$ cat src/rtl/particle_renderer.sv
// Snapshots four particle positions per frame, rasterises them into a 16x16
// one-bit framebuffer and row-scans the result onto an LED matrix.
module particle_renderer #(
   parameter int ROW_CYCLES = 1000,
   parameter bit FLIP_Y     = 1'b1
) (
   input  logic               clk,
   input  logic               reset,
   input  logic signed [31:0] x0,
   input  logic signed [31:0] y0,
   input  logic signed [31:0] x1,
   input  logic signed [31:0] y1,
   input  logic signed [31:0] x2,
   input  logic signed [31:0] y2,
   input  logic signed [31:0] x3,
   input  logic signed [31:0] y3,
   input  logic               freeze,
   output logic [15:0]        row_sel,
   output logic [15:0]        col_data,
   output logic               frame_done,
   output logic               busy_draw
);

   localparam int HW = $clog2(ROW_CYCLES);
   localparam logic [HW-1:0] HOLD_LAST = HW'(ROW_CYCLES - 1);

   typedef enum logic [1:0] {ST_CLEAR, ST_PLOT, ST_SCAN} state_t;

   state_t             state_q, state_d;
   logic [4:0]         cnt_q, cnt_d;
   logic [HW-1:0]      hold_q, hold_d;
   logic [3:0][31:0]   snap_x_q, snap_x_d, snap_y_q, snap_y_d;
   logic [3:0][31:0]   in_x, in_y;
   logic [15:0][15:0]  fb_q, fb_d;
   logic [15:0]        row_sel_q, row_sel_d, col_data_q, col_data_d;
   logic               frame_done_q, frame_done_d, busy_draw_q, busy_draw_d;
   logic signed [31:0] px, py;
   logic [3:0]         plot_row;

   assign in_x = {x3, x2, x1, x0};
   assign in_y = {y3, y2, y1, y0};

   // State register
   always_ff @(posedge clk) begin
      if (!reset) begin
         state_q      <= ST_CLEAR;
         cnt_q        <= '0;
         hold_q       <= '0;
         snap_x_q     <= '0;
         snap_y_q     <= '0;
         row_sel_q    <= '0;
         col_data_q   <= '0;
         frame_done_q <= 1'b0;
         busy_draw_q  <= 1'b1;
      end else begin
         state_q      <= state_d;
         cnt_q        <= cnt_d;
         hold_q       <= hold_d;
         snap_x_q     <= snap_x_d;
         snap_y_q     <= snap_y_d;
         row_sel_q    <= row_sel_d;
         col_data_q   <= col_data_d;
         frame_done_q <= frame_done_d;
         busy_draw_q  <= busy_draw_d;
      end
   end

   // Framebuffer needs no reset: CLEAR rewrites every row before SCAN.
   always_ff @(posedge clk) begin
      fb_q <= fb_d;
   end

   // Next-state logic
   always_comb begin
      state_d = state_q;
      cnt_d   = cnt_q;
      hold_d  = hold_q;
      case (state_q)
         ST_CLEAR: begin
            cnt_d = cnt_q + 5'd1;
            if (cnt_q == 5'd15) begin
               state_d = ST_PLOT;
               cnt_d   = '0;
            end
         end
         ST_PLOT: begin
            cnt_d = cnt_q + 5'd1;
            if (cnt_q == 5'd3) begin
               state_d = ST_SCAN;
               cnt_d   = '0;
               hold_d  = '0;
            end
         end
         ST_SCAN: begin
            if (hold_q == HOLD_LAST) begin
               hold_d = '0;
               if (cnt_q == 5'd15) begin
                  state_d = ST_CLEAR;
                  cnt_d   = '0;
               end else begin
                  cnt_d = cnt_q + 5'd1;
               end
            end else begin
               hold_d = hold_q + HW'(1);
            end
         end
         default: begin
            state_d = ST_CLEAR;
            cnt_d   = '0;
            hold_d  = '0;
         end
      endcase
   end

   // Snapshot and framebuffer update
   always_comb begin
      snap_x_d = snap_x_q;
      snap_y_d = snap_y_q;
      fb_d     = fb_q;
      px       = $signed(snap_x_q[cnt_q[1:0]]);
      py       = $signed(snap_y_q[cnt_q[1:0]]);
      plot_row = FLIP_Y ? (4'd15 - py[3:0]) : py[3:0];
      if (state_q == ST_CLEAR) begin
         fb_d[cnt_q[3:0]] = '0;
         if (cnt_q == 5'd0 && !freeze) begin
            snap_x_d = in_x;
            snap_y_d = in_y;
         end
      end else if (state_q == ST_PLOT) begin
         if (px >= 0 && px <= 32'sd15 && py >= 0 && py <= 32'sd15)
            fb_d[plot_row][px[3:0]] = 1'b1;
      end
   end

   // Outputs are decoded from the next state (and next framebuffer, so the
   // last PLOT write is visible to row 0) and then registered.
   always_comb begin
      row_sel_d    = '0;
      col_data_d   = '0;
      busy_draw_d  = 1'b1;
      frame_done_d = 1'b0;
      if (state_d == ST_SCAN) begin
         row_sel_d    = 16'd1 << cnt_d[3:0];
         col_data_d   = fb_d[cnt_d[3:0]];
         busy_draw_d  = 1'b0;
         frame_done_d = (cnt_d == 5'd15) && (hold_d == HOLD_LAST);
      end
   end

   assign row_sel    = row_sel_q;
   assign col_data   = col_data_q;
   assign frame_done = frame_done_q;
   assign busy_draw  = busy_draw_q;

endmodule

$ cat config.mk
export PLATFORM = sky130hd
export DESIGN_NAME = particle_renderer
export DESIGN_NICKNAME = d
export VERILOG_FILES = /design/src/rtl/particle_renderer.sv
export SDC_FILE = /design/constraint.sdc
export NUM_CORES = 1
export LEC_CHECK = 0
export ABC_AREA = 1
export BUFFER_PORTS_ARGS = -buffer_cell sky130_fd_sc_hd__buf_4
export CAP_MARGIN = 20
export CELL_PAD_IN_SITES_DETAIL_PLACEMENT = 1
export CELL_PAD_IN_SITES_GLOBAL_PLACEMENT = 2
export CORE_MARGIN = 5
export CORE_UTILIZATION = 29
export DETAILED_ROUTE_END_ITERATION = 6
export PLACE_DENSITY_LB_ADDON = 0.05
export SETUP_SLACK_MARGIN = 0.15
export SYNTH_ARGS = -nofsm -noshare
export SYNTH_HDL_FRONTEND = slang
export SYNTH_SLANG_ARGS = --single-unit
$ cat constraint.sdc
create_clock -name clk -period 2.7 [get_ports clk]
set_input_delay 0.405 -clock clk [delete_from_list [all_inputs] [get_ports clk]]
set_output_delay 0.405 -clock clk [all_outputs]
set_load 0.05 [all_outputs]
; Word-level counts from Yosys, hierarchy flattened
; Cells that the tools add are included.
[word_totals]
ff_bits = 563
output_inout_bits = 34
input_bits = 259
[op_classes]
n_addsub = 3
n_mux = 28
n_lt_le_gt_ge = 12
eq_ne = 8
n_reduce_logical = 13
n_shift = 1
n_bitwise = 3
[ops]
columns = cell, count
row1 = $mux W256, 3
row2 = $and A256 B256 Y256, 1
row3 = $not A256 Y256, 1
row4 = $or A256 B256 Y256, 1
row5 = $bmux W32 S2, 2
row6 = $demux W16 S4, 2
row7 = $bmux W16 S4, 1
row8 = $ge A32 B1 Y1 const B, 2
row9 = $le A32 B5 Y1 const B, 2
row10 = $mux W32, 2
row11 = $mux W16, 3
row12 = $pmux W10 S3, 1
row13 = $eq A10 B10 Y1 const B, 2
row14 = $lt A4 B5 Y1 const B, 4
row15 = $mux W10, 2
row16 = $shl A1 B4 Y16 const A, 1
row17 = $mux W5, 3
row18 = $pmux W5 S3, 1
row19 = $ge A4 B1 Y1 const B, 3
row20 = $add A10 B1 Y10 const B, 1
row21 = $eq A5 B4 Y1 const B, 2
row22 = $logic_and A1 B1 Y1, 8
row23 = $mux W2, 4
row24 = $pmux W2 S3, 1
row25 = 12 further kinds, 15

; Logic depth before layout (Yosys ltp)
; Gate-level depths: netlist of run 1.
[depth]
depth_word = 14
ltp_mapped = 23

; Least setup slack after synthesis of run 1
; OpenSTA, ideal clock, no wires.
[synth_timing]
kind = register to register
startpoint = register cnt_q[0]
endpoint = register snap_y_q[9] (netlist bit)
setup_time_ns = 0.116
stages_incl_launch_ff = 14
t_required_ns = 2.584
path_buffers = 6
period_less_slack_ns = 2.525
slack_ns = 0.175
arrival_time_ns = 2.409
cell_sequence = dfxtp_1 > buf_6 > inv_6 > buf_8 > buf_6 > ha_1 > nand4_1 > nor3_1 > inv_1 > clkbuf_1 > clkbuf_1 > buf_2 > nor2_1 > nor2_1
[synth_via]
elab_chain_len = 3
[synth_lines]
columns = item, line
row1 = start: declaration, 30  ; logic [4:0] cnt_q, cnt_d;
row2 = start signal: assignment, 57  ; cnt_q <= cnt_d;
row3 = $logic_not A5 Y1, 125  ; if (cnt_q == 5'd0 && !freeze) begin
row4 = $logic_and A1 B1 Y1, 125
row5 = $reduce_and A2 Y1 (no line), n/a
row6 = end signal: assignment, 60  ; snap_y_q <= snap_y_d;
row7 = end: declaration, 32  ; logic [3:0][31:0] snap_x_q, snap_x_d, snap_y_q, snap_y_d;
; No other way between the ends.
; A chain may end at the register's enable or synchronous reset.

==> results of run 1 <==
worst min-delay path, stage by stage:
cell    delay [ns]
buf_4         0.08
nor2_1        0.04
nor2_1        0.08
sequential cells by signal (all words and copies together) (netlist names):
signal	flops
fb_q	256
cnt_q	5
frame_done	1
col_data	16
hold_q	10
snap_y_q	128
state_q	2
snap_x_q	128
row_sel	16
busy_draw	1
worst min-delay path by stage:
stage | cells after the start | end | slack [ns] | from
after CTS | 3 | snap_y_q[106] | 0.0003 | y3[10]
after global routing | 3 | snap_x_q[73] | 0.01 | x2[9]
after global placement | 2 | fb_q[98] | 0.43 | fb_q[98]
final | 3 | snap_y_q[42] | 0.03 | y1[10]
after detailed placement | 2 | fb_q[95] | 0.44 | fb_q[95]
after floorplan | 2 | fb_q[0] | 0.42 | fb_q[0]
timing repair:
item,in CTS,in global routing
hold buffers,43,0
gates cloned,6,7
pin swaps,14,80
setup buffers,17,16
hold endpoints to repair,43,0
resized for setup,129,175
setup endpoints to repair,291,178
layer usage:
metal  wire (µm)  track usage  up-vias
met5          79            0        -
li1            -            -    11700
met3        4370       0.0400      148
met4        2370       0.0694       10
met2       51300        0.396      464
met1       44000        0.283    11500
cells in the final DEF (no fill, tap or decap), types with 6 or more instances in the layout:
cell | synthesis | layout
nand2_4 | 1 | 12
nor2_4 | 2 | 13
nand3_1 | 147 | 122
nand3_4 | 0 | 7
nand3b_1 | 6 | 6
clkinv_2 | 1 | 13
inv_1 | 105 | 97
buf_6 | 8 | 13
dfxtp_1 | 563 | 561
nor2_1 | 810 | 783
buf_4 | 9 | 491
nand3_2 | 8 | 26
clkbuf_1 | 114 | 12
clkbuf_8 | 0 | 22
o21ai_0 | 339 | 298
dlygate4sd3_1 | 0 | 43
o21ai_2 | 4 | 22
buf_16 | 0 | 7
o211ai_1 | 11 | 11
diode_2 | 0 | 7
nor3_1 | 11 | 6
nand2_2 | 17 | 78
a21oi_1 | 77 | 62
nand4_1 | 23 | 23
clkbuf_16 | 0 | 80
nand2_1 | 974 | 899
a21oi_2 | 1 | 15
nor2_2 | 15 | 31
buf_12 | 1 | 44
inv_2 | 21 | 25
o21ai_1 | 36 | 58
through the flow:
| stage | std cells | total power [mW] |
|---|---|---|
| after floorplan | 3366 | 11.4 |
| after global routing | 4992 | 24.6 |
| final | 4995 | 23.5 |
| after detailed placement | 4774 | 13.7 |
| after CTS | 4965 | 23.5 |
| after global placement | 4774 | 13.7 |
report_power, final:
| part | total, mW | internal [mW] | switching (mW) |
|---|---|---|---|
| logic | 4.79 | 1.79 | 2.99 |
| registers | 9.18 | 8.88 | 0.296 |
| clock network | 9.49 | 5.70 | 3.79 |
| total | 23.5 | 16.4 | 7.07 |
final cells by class:
cell class	count	area [µm²]	area share
diodes	7	17.5	0.000539
flip-flops and latches	563	11300	0.347
clock buffers	108	2200	0.0677
repair buffers	609	5560	0.171
repair inverters	2	20.0	0.000616
clock inverters	17	131	0.00404
multi-input cells	2509	11400	0.352
inverters	130	536	0.0165
well taps	1050	1310	0.0404
logic make-up (layout without fill, tap and decap cells):
kind of cell / count (synthesis) / count (layout)
buffers and inverters: 295 / 866
AOI/OAI and AO/OA: 477 / 477
xor gates and xnor gates: 1 / 1
and+or+nand+nor: 2023 / 2024
DFF: 563 / 563
adders and majority gates: 7 / 7
other: 0 / 7
==> flow_summary.toml, run 1 <==
[status]
run_status = "finished clean"

[synth]
synth.cell_area_um2 = 23200
synth-simple-area-share = 0.348
synth.avg_cell_area_um2 = 6.89
synth_compound_area_frac = 0.106
synthTopCellsByArea = "dfxtp_1 49%, nand2_1 16%, nor2_1 13%, o21ai_0 7.3%, nand3_1 3.2%"
synth_area_leader_cell = "dfxtp_1"
synth_fa_ha_area_frac = 0.00378
synth_top_area_share = 0.486
ys.flop_type = "dfxtp_1"
synthArstFlopShare = 0
ys_ff_latch = 563
synth_fp_nets = 3632
synth_common_cells = "974 x nand2_1, 810 x nor2_1, 563 x dfxtp_1"
yosysMostFrequentCell = "nand2_1"
synth-xor-area-share = 0.000378
yosysWarnings = 0
synthMuxAreaShare = 0
ys_seq_area_frac = 0.486
postSynthCellCount = 3366
yosys.cell_types.count = 46
synth_top_family_by_area = "simple AND/OR/NAND/NOR gates"
synth_edf_count = 0

[finish]
nets = 4151
fin_util = 0.411
design_area_um2 = 32500
fill_cells = 9725
layout-drive-gt1-share = 0.239
layout-area-overhead-vs-synth_pct = 40.1

[worst_setup_path]
cp_max_fo = 7
cp-end-kind = "register"
crit_path_start = "cnt_q[0]"
crit_path_top_delay_cell = "dfxtp_4"
setup.worst_path.end = "col_data[3]"
cp_top_family = "simple AND/OR/NAND/NOR gates"
r2r_cells = 20
r2r-end = "col_data[3]"
cp.buffers_inverters = 6
worst_setup_path_start_kind = "register"
worstSetupPathType = "register to register"
arrival_ns = 3.20
reg2reg_slack_ns = 0.05
r2r_start = "cnt_q[0]"
required_ns = 3.24
critical_path.max_stage_delay_ns = 0.40
crit_chain = "buf_12 > buf_8 > nand2_1 > nand2_1 > nand2_2 > nor2_4 > nand2_2 > nor2_4 > nand2_4 > buf_12 > nand2_8 > buf_12 > buf_12 > clkbuf_16 > nand3_1 > nand2_1 > a21oi_1 > nand2_1 > nand3_2 > a21oi_2"
crit_cells = 20

[placed_design]
hpwl_mm = 71.6
portBuffers = 292
dp_slack_ns = -0.792
place_area_um2 = 28200
place_congestion = 0.840

[clock_network]
cts_buffer_depth = 3
clkSlewWorstSetupHoldPaths_ns = 0.06
insertion_delay_ns = 0.61
numCtsBuffers = 70
clkSinkCount = 563
htree_num_levels = 3
cts_tree = "built"
cts_root_buffer = "clkbuf_16"

[global_route]
grtUsageTotal = 0.226
grt_pass1_wl_mm = 150
grt_pass1_vias = 25200
grt_max_degree = 259
grt_antenna_before_repair = 12
grt_overflow_total = 0

[timing]
clock_skew_ns = 0.0286
setup_viol = 0
finalSetupTns_ns = 0
fin_ws_ns = 0.0484
fin_crit_sh = 0.982
hold_viol = 0
worst_pin_slew_ns = 1.08
rsz0062_at_grt = "true"
fin_hold_ws_ns = 0.0313
period_minus_slack_ns = 2.65
slew_violations = 0
slew_headroom = 0.279
fmax_ghz = 0.377

[floorplan]
die_height_um = 293
floorplan.initialDensity = 0.293
die_area_um2 = 85700
fp.dieW_um = 293
rows = 103
coreArea_um2 = 79100
top_level_ports = 293

[drt]
viasPerCell = 4.79
postRouteAntennaNets = 0
drc_errors = 0
wirelength_mm = 102
wl_per_cell_um = 20.4
drt_pass1_iterations = 5
first_iter_violations = 1202
via_count = 23900

[flow_run]
drv_cap = 0

[hold_path]
hold_class = "input pin to register"

[pwr]
p_leak_nw = 14.7
p_per_area_nw_per_um2 = 722
ir_drop_v = 0.000360
No activity file was read; power rests on OpenSTA's default activity.
==> run 2: changes to the inputs <==
CORE_ASPECT_RATIO = 0.7   (was not set)
==> flow_summary.toml, run 2 (synthesis results as in run 1) <==
[timing]
fin_ws_ns = -0.0327
fmax_ghz = 0.366
fin_hold_ws_ns = 0.0331
rsz0062_at_grt = "true"
clock_skew_ns = 0.0227
worst_pin_slew_ns = 0.924
fin_crit_sh = 1.01
slew_violations = 0
hold_viol = 0
period_minus_slack_ns = 2.73
setup_viol = 2
slew_headroom = 0.384

[worst_setup_path]
setup.worst_path.end = "col_data[15]"
worst_setup_path_start_kind = "register"
crit_path_start = "cnt_q[0]"
r2r-end = "col_data[15]"
crit_chain = "buf_12 > inv_16 > buf_12 > nand2_2 > nand3_1 > nand2_2 > buf_4 > nor2_2 > buf_4 > buf_4 > nand3_1 > buf_6 > clkinvlp_4 > nand3_1 > nand2_1 > a21oi_2 > nand2_1 > nand3_2 > a21oi_2"
reg2reg_slack_ns = -0.03
critical_path.max_stage_delay_ns = 0.35
cp_max_fo = 11
worstSetupPathType = "register to register"
required_ns = 3.23
arrival_ns = 3.26
crit_path_top_delay_cell = "dfxtp_2"
r2r_start = "cnt_q[0]"
r2r_cells = 19
cp-end-kind = "register"

[finish]
fill_cells = 9701
multiInputGateArea_um2 = 11600
fin_util = 0.447
nets = 4418
layout-area-overhead-vs-synth_pct = 52.1
final_cell_mix = "918 x nand2_1, 780 x nor2_1, 559 x dfxtp_1"
stdcell_count = 5263
layout-drive-gt1-share = 0.246
design_area_um2 = 35300
regArea_um2 = 11300
layout_commonest_cell = "nand2_1"
reg_top3 = "fb_q: 256 flops, snap_x_q: 128 flops, snap_y_q: 128 flops"
largest_reg_flops = 256
largest_register = "fb_q"

[global_route]
grt_pass1_wl_mm = 159
grt_max_degree = 206
grt_antenna_before_repair = 3
grt_pass1_vias = 26400
grtUsageTotal = 0.240
grt_overflow_total = 0

[flow_run]
drv_cap = 0

[floorplan]
die_height_um = 247
fp.dieW_um = 348
floorplan.initialDensity = 0.294
die_area_um2 = 85800
top_level_ports = 293
coreArea_um2 = 79000
rows = 86

[placed_design]
hpwl_mm = 74.0
dp.cells = 4825
dp_slack_ns = -0.591
portBuffers = 292
place_area_um2 = 28500
place_congestion = 0.837

[clock_network]
cts_root_buffer = "clkbuf_16"
htree_num_levels = 2
cts_buffer_depth = 3
cts_tree = "built"
numCtsBuffers = 60
insertion_delay_ns = 0.65
clkSinkCount = 563
clkSlewWorstSetupHoldPaths_ns = 0.06

[drt]
wl_per_cell_um = 20.3
postRouteAntennaNets = 0
drt_pass1_iterations = 5
viasPerCell = 4.83
wirelength_mm = 107
via_count = 25400
first_iter_violations = 1548
drc_errors = 0

[status]
run_status = "finished with violations"
violations = "setup timing"

[hold_path]
hold_class = "input pin to register"

[pwr]
p_leak_nw = 16.0
p_per_area_nw_per_um2 = 668
ir_drop_v = 0.000509
-- run 2: how the worst min path moves through the flow --
stage	depth (start not counted)	startpoint	slack (ns)	end
global placement	2	fb_q[124]	0.43	fb_q[124]
detailed placement	2	fb_q[175]	0.44	fb_q[175]
global route	3	y0[8]	0.003	snap_y_q[8]
CTS	3	y3[31]	0.0001	snap_y_q[127]
finish	3	y3[31]	0.03	snap_y_q[127]
floorplan	2	fb_q[0]	0.42	fb_q[0]
-- run 2: layer usage --
| metal | GRT usage | part of all wire | routed length, µm |
|---|---|---|---|
| met3 | 0.0284 | 0.041 | 4400 |
| met5 | 0 | 0 | 0 |
| met2 | 0.396 | 0.46 | 48700 |
| met4 | 0.0516 | 0.021 | 2210 |
| met1 | 0.339 | 0.48 | 51400 |
-- run 2: repair_timing --
action | 4_1_cts | 5_1_grt
setup endpoints to repair | 202 | 249
gates resized for setup | 257 | 107
endpoints found under the hold margin | 230 | 0
pin swaps | 51 | 52
setup buffers | 53 | 22
cloned | 10 | 7
hold buffers | 230 | 0
-- run 2: power by group --
part / leakage [nW] / internal [mW] / switching, mW
combinational: 10.3 / 2.18 / 3.12
sequential: 4.59 / 8.88 / 0.299
clock: 1.07 / 5.43 / 3.67
total: 16.0 / 16.5 / 7.09
-- run 2: layout make-up --
| class | count | area share |
|---|---|---|
| Multi-Input combinational cell | 2509 | 0.328 |
| Sequential cell | 563 | 0.320 |
| Timing Repair Buffer | 887 | 0.237 |
| Clock buffer | 91 | 0.0519 |
| Tap cell | 1056 | 0.0375 |
| Inverter | 130 | 0.0155 |
| Clock inverter | 23 | 0.00944 |
| Timing Repair inverter | 1 | 0.000248 |
| Antenna cell | 3 | 0.000213 |
-- run 2: critical path: cells and delay by family (launching register included) --
family          cells  cell delay (ns)
buf+inv             8             1.15
simple gates        9             0.88
flops               1             0.35
compound gates      2             0.21
-- run 2: stage by stage --
| step | setup TNS [ns] | total power [mW] |
|---|---|---|
| detailed placement | -7.67 | 13.7 |
| finish | -0.0421 | 23.6 |
| CTS | 0 | 23.6 |
| global placement | -6.84 | 13.6 |
| floorplan | 0 | 11.4 |
| global route | -1.73 | 24.7 |
==> run 3: changes to the inputs <==
SKIP_LAST_GASP = 1   (was not set)
clock period = 2.3 ns   (was 2.7 ns; I/O delays follow)
==> flow_summary.toml, run 3 (synthesis results as in run 1) <==
[finish]
reg_top3 = "fb_q: 256 flops, snap_x_q: 128 flops, snap_y_q: 128 flops"
final_cell_mix = "900 x nand2_1, 764 x nor2_1, 600 x buf_4"
nets = 4520
fill_cells = 9611
regArea_um2 = 11300
stdcell_count = 5366
multiInputGateArea_um2 = 11900
layout-drive-gt1-share = 0.273
layout_commonest_cell = "nand2_1"
layout-area-overhead-vs-synth_pct = 57.8
largest_reg_flops = 256
largest_register = "fb_q"

[floorplan]
top_level_ports = 293
rows = 86
floorplan.initialDensity = 0.294
die_height_um = 247
fp.dieW_um = 348
coreArea_um2 = 79000
die_area_um2 = 85800

[drt]
viasPerCell = 4.81
postRouteAntennaNets = 0
via_count = 25800
wl_per_cell_um = 20.1
wirelength_mm = 108
drc_errors = 0
first_iter_violations = 1520
drt_pass1_iterations = 5

[placed_design]
place_congestion = 0.872
dp.cells = 4890
portBuffers = 292
hpwl_mm = 75.7

[timing]
hold_viol = 0
clock_skew_ns = 0.0171
worst_pin_slew_ns = 1.09
fin_ws_ns = -0.355
setup_viol = 37
slew_headroom = 0.277
slew_violations = 0
fmax_ghz = 0.377
period_minus_slack_ns = 2.66
finalSetupTns_ns = -6.20
fin_crit_sh = 1.15
rsz0062_at_grt = "true"

[pwr]
ir_drop_v = 0.000552
p_leak_nw = 16.6
p_per_area_nw_per_um2 = 750

[worst_setup_path]
cp_max_fo = 8
critical_path.max_stage_delay_ns = 0.46
cp-end-kind = "register"
crit_chain = "inv_8 > buf_4 > nand2_1 > nand3_2 > buf_4 > a21oi_4 > buf_4 > nand2_1 > nor2_4 > buf_6 > buf_4 > nand3_1 > nand2_1 > nand2_1 > nand2_1 > nor2_1 > nand3b_1 > nand2_1 > nand2_1"
cp.buffers_inverters = 6
worstSetupPathType = "register to register"
reg2reg_slack_ns = -0.36
crit_top_cell = "nand2_1"
required_ns = 2.89
worst_setup_path_start_kind = "register"
arrival_ns = 3.24
cp_top_family = "simple AND/OR/NAND/NOR gates"
crit_path_top_delay_cell = "dfxtp_4"

[global_route]
grt_pass1_vias = 27300
grt_overflow_total = 0
grt_pass1_wl_mm = 163
grt_antenna_before_repair = 6
grtUsageTotal = 0.245
grt_max_degree = 259

[clock_network]
insertion_delay_ns = 0.65
htree_num_levels = 2
cts_buffer_depth = 3
cts_root_buffer = "clkbuf_16"
clkSinkCount = 563
numCtsBuffers = 61
cts_tree = "built"
clkSlewWorstSetupHoldPaths_ns = 0.07

[flow_run]
drv_cap = 0

[status]
violations = "setup timing"
run_status = "finished with violations"

[hold_path]
hold_class = "input pin to register"
run 3: cell count changes in the layout (fill, tap and decap cells not counted), sizes merged:
cell         previous run  this run
clkinv                 16        22
dlygate4sd3           230       254
bufinv                  8         4
inv                   125       127
diode                   3         6
clkbuf                 97        91
buf                   649       728
clkinvlp                5         4
run 3: layout make-up:
cell class	instances	area share
Antenna cell	6	0.000410
Clock buffer	87	0.0491
Clock inverter	26	0.00684
Inverter	130	0.0150
Multi-Input combinational cell	2509	0.326
Sequential cell	563	0.308
Tap cell	1056	0.0361
Timing Repair Buffer	988	0.258
Timing Repair inverter	1	0.000239
run 3: worst register-to-register path, stage by stage (launching register included):
cell and delay (ns):
dfxtp_4 0.46, inv_8 0.08, buf_4 0.16, nand2_1 0.13, nand3_2 0.11, buf_4 0.16
a21oi_4 0.17, buf_4 0.15, nand2_1 0.11, nor2_4 0.20, buf_6 0.18, buf_4 0.12
nand3_1 0.11, nand2_1 0.12, nand2_1 0.05, nand2_1 0.07, nor2_1 0.05, nand3b_1 0.07
nand2_1 0.05, nand2_1 0.05
run 3: where the power goes:
part	switching (mW)	total (mW)	internal [mW]
Clock	4.29	10.2	5.86
Combinational	3.79	6.51	2.72
Sequential	0.353	10.8	10.4
run 3: routing by layer:
| metal | vias up | share of wire | global-route usage |
|---|---|---|---|
| met5 | - | 0 | 0 |
| met4 | 0 | 0.026 | 0.0740 |
| met3 | 147 | 0.047 | 0.0416 |
| met2 | 489 | 0.45 | 0.390 |
| met1 | 12700 | 0.48 | 0.340 |
| li1 | 12500 | - | - |
run 3: worst paths after layout:
path                            cells past startpoint           end      start
worst max register to register                     19  col_data[10]   cnt_q[0]
worst min register to register                      2     fb_q[128]  fb_q[128]
worst max-delay path                               19  col_data[10]   cnt_q[0]
worst min-delay path                                3   snap_y_q[0]      y0[0]
run 3: stage by stage:
stage               worst slack (ns)  total power, mW  hold WS (ns)   util  area, µm²
global route                  -0.475             28.7        0.0251  0.463      36600
global placement              -0.719             16.3         0.431  0.370      29200
detailed placement            -0.689             16.4         0.438  0.370      29200
floorplan                     0.0458             13.5         0.421      -      23400
finish                        -0.355             27.4        0.0250  0.463      36600
CTS                           -0.332             27.5       0.00365  0.454      35800
run 3: what timing repair did:
action                                 in CTS  in global routing
endpoints found under the hold margin     254                  0
setup endpoints to repair                 544                402
hold buffers                              254                  0
pin swaps                                  49                 63
cloned                                     16                  4
setup buffers                              67                 16
gates resized for setup                   319                149
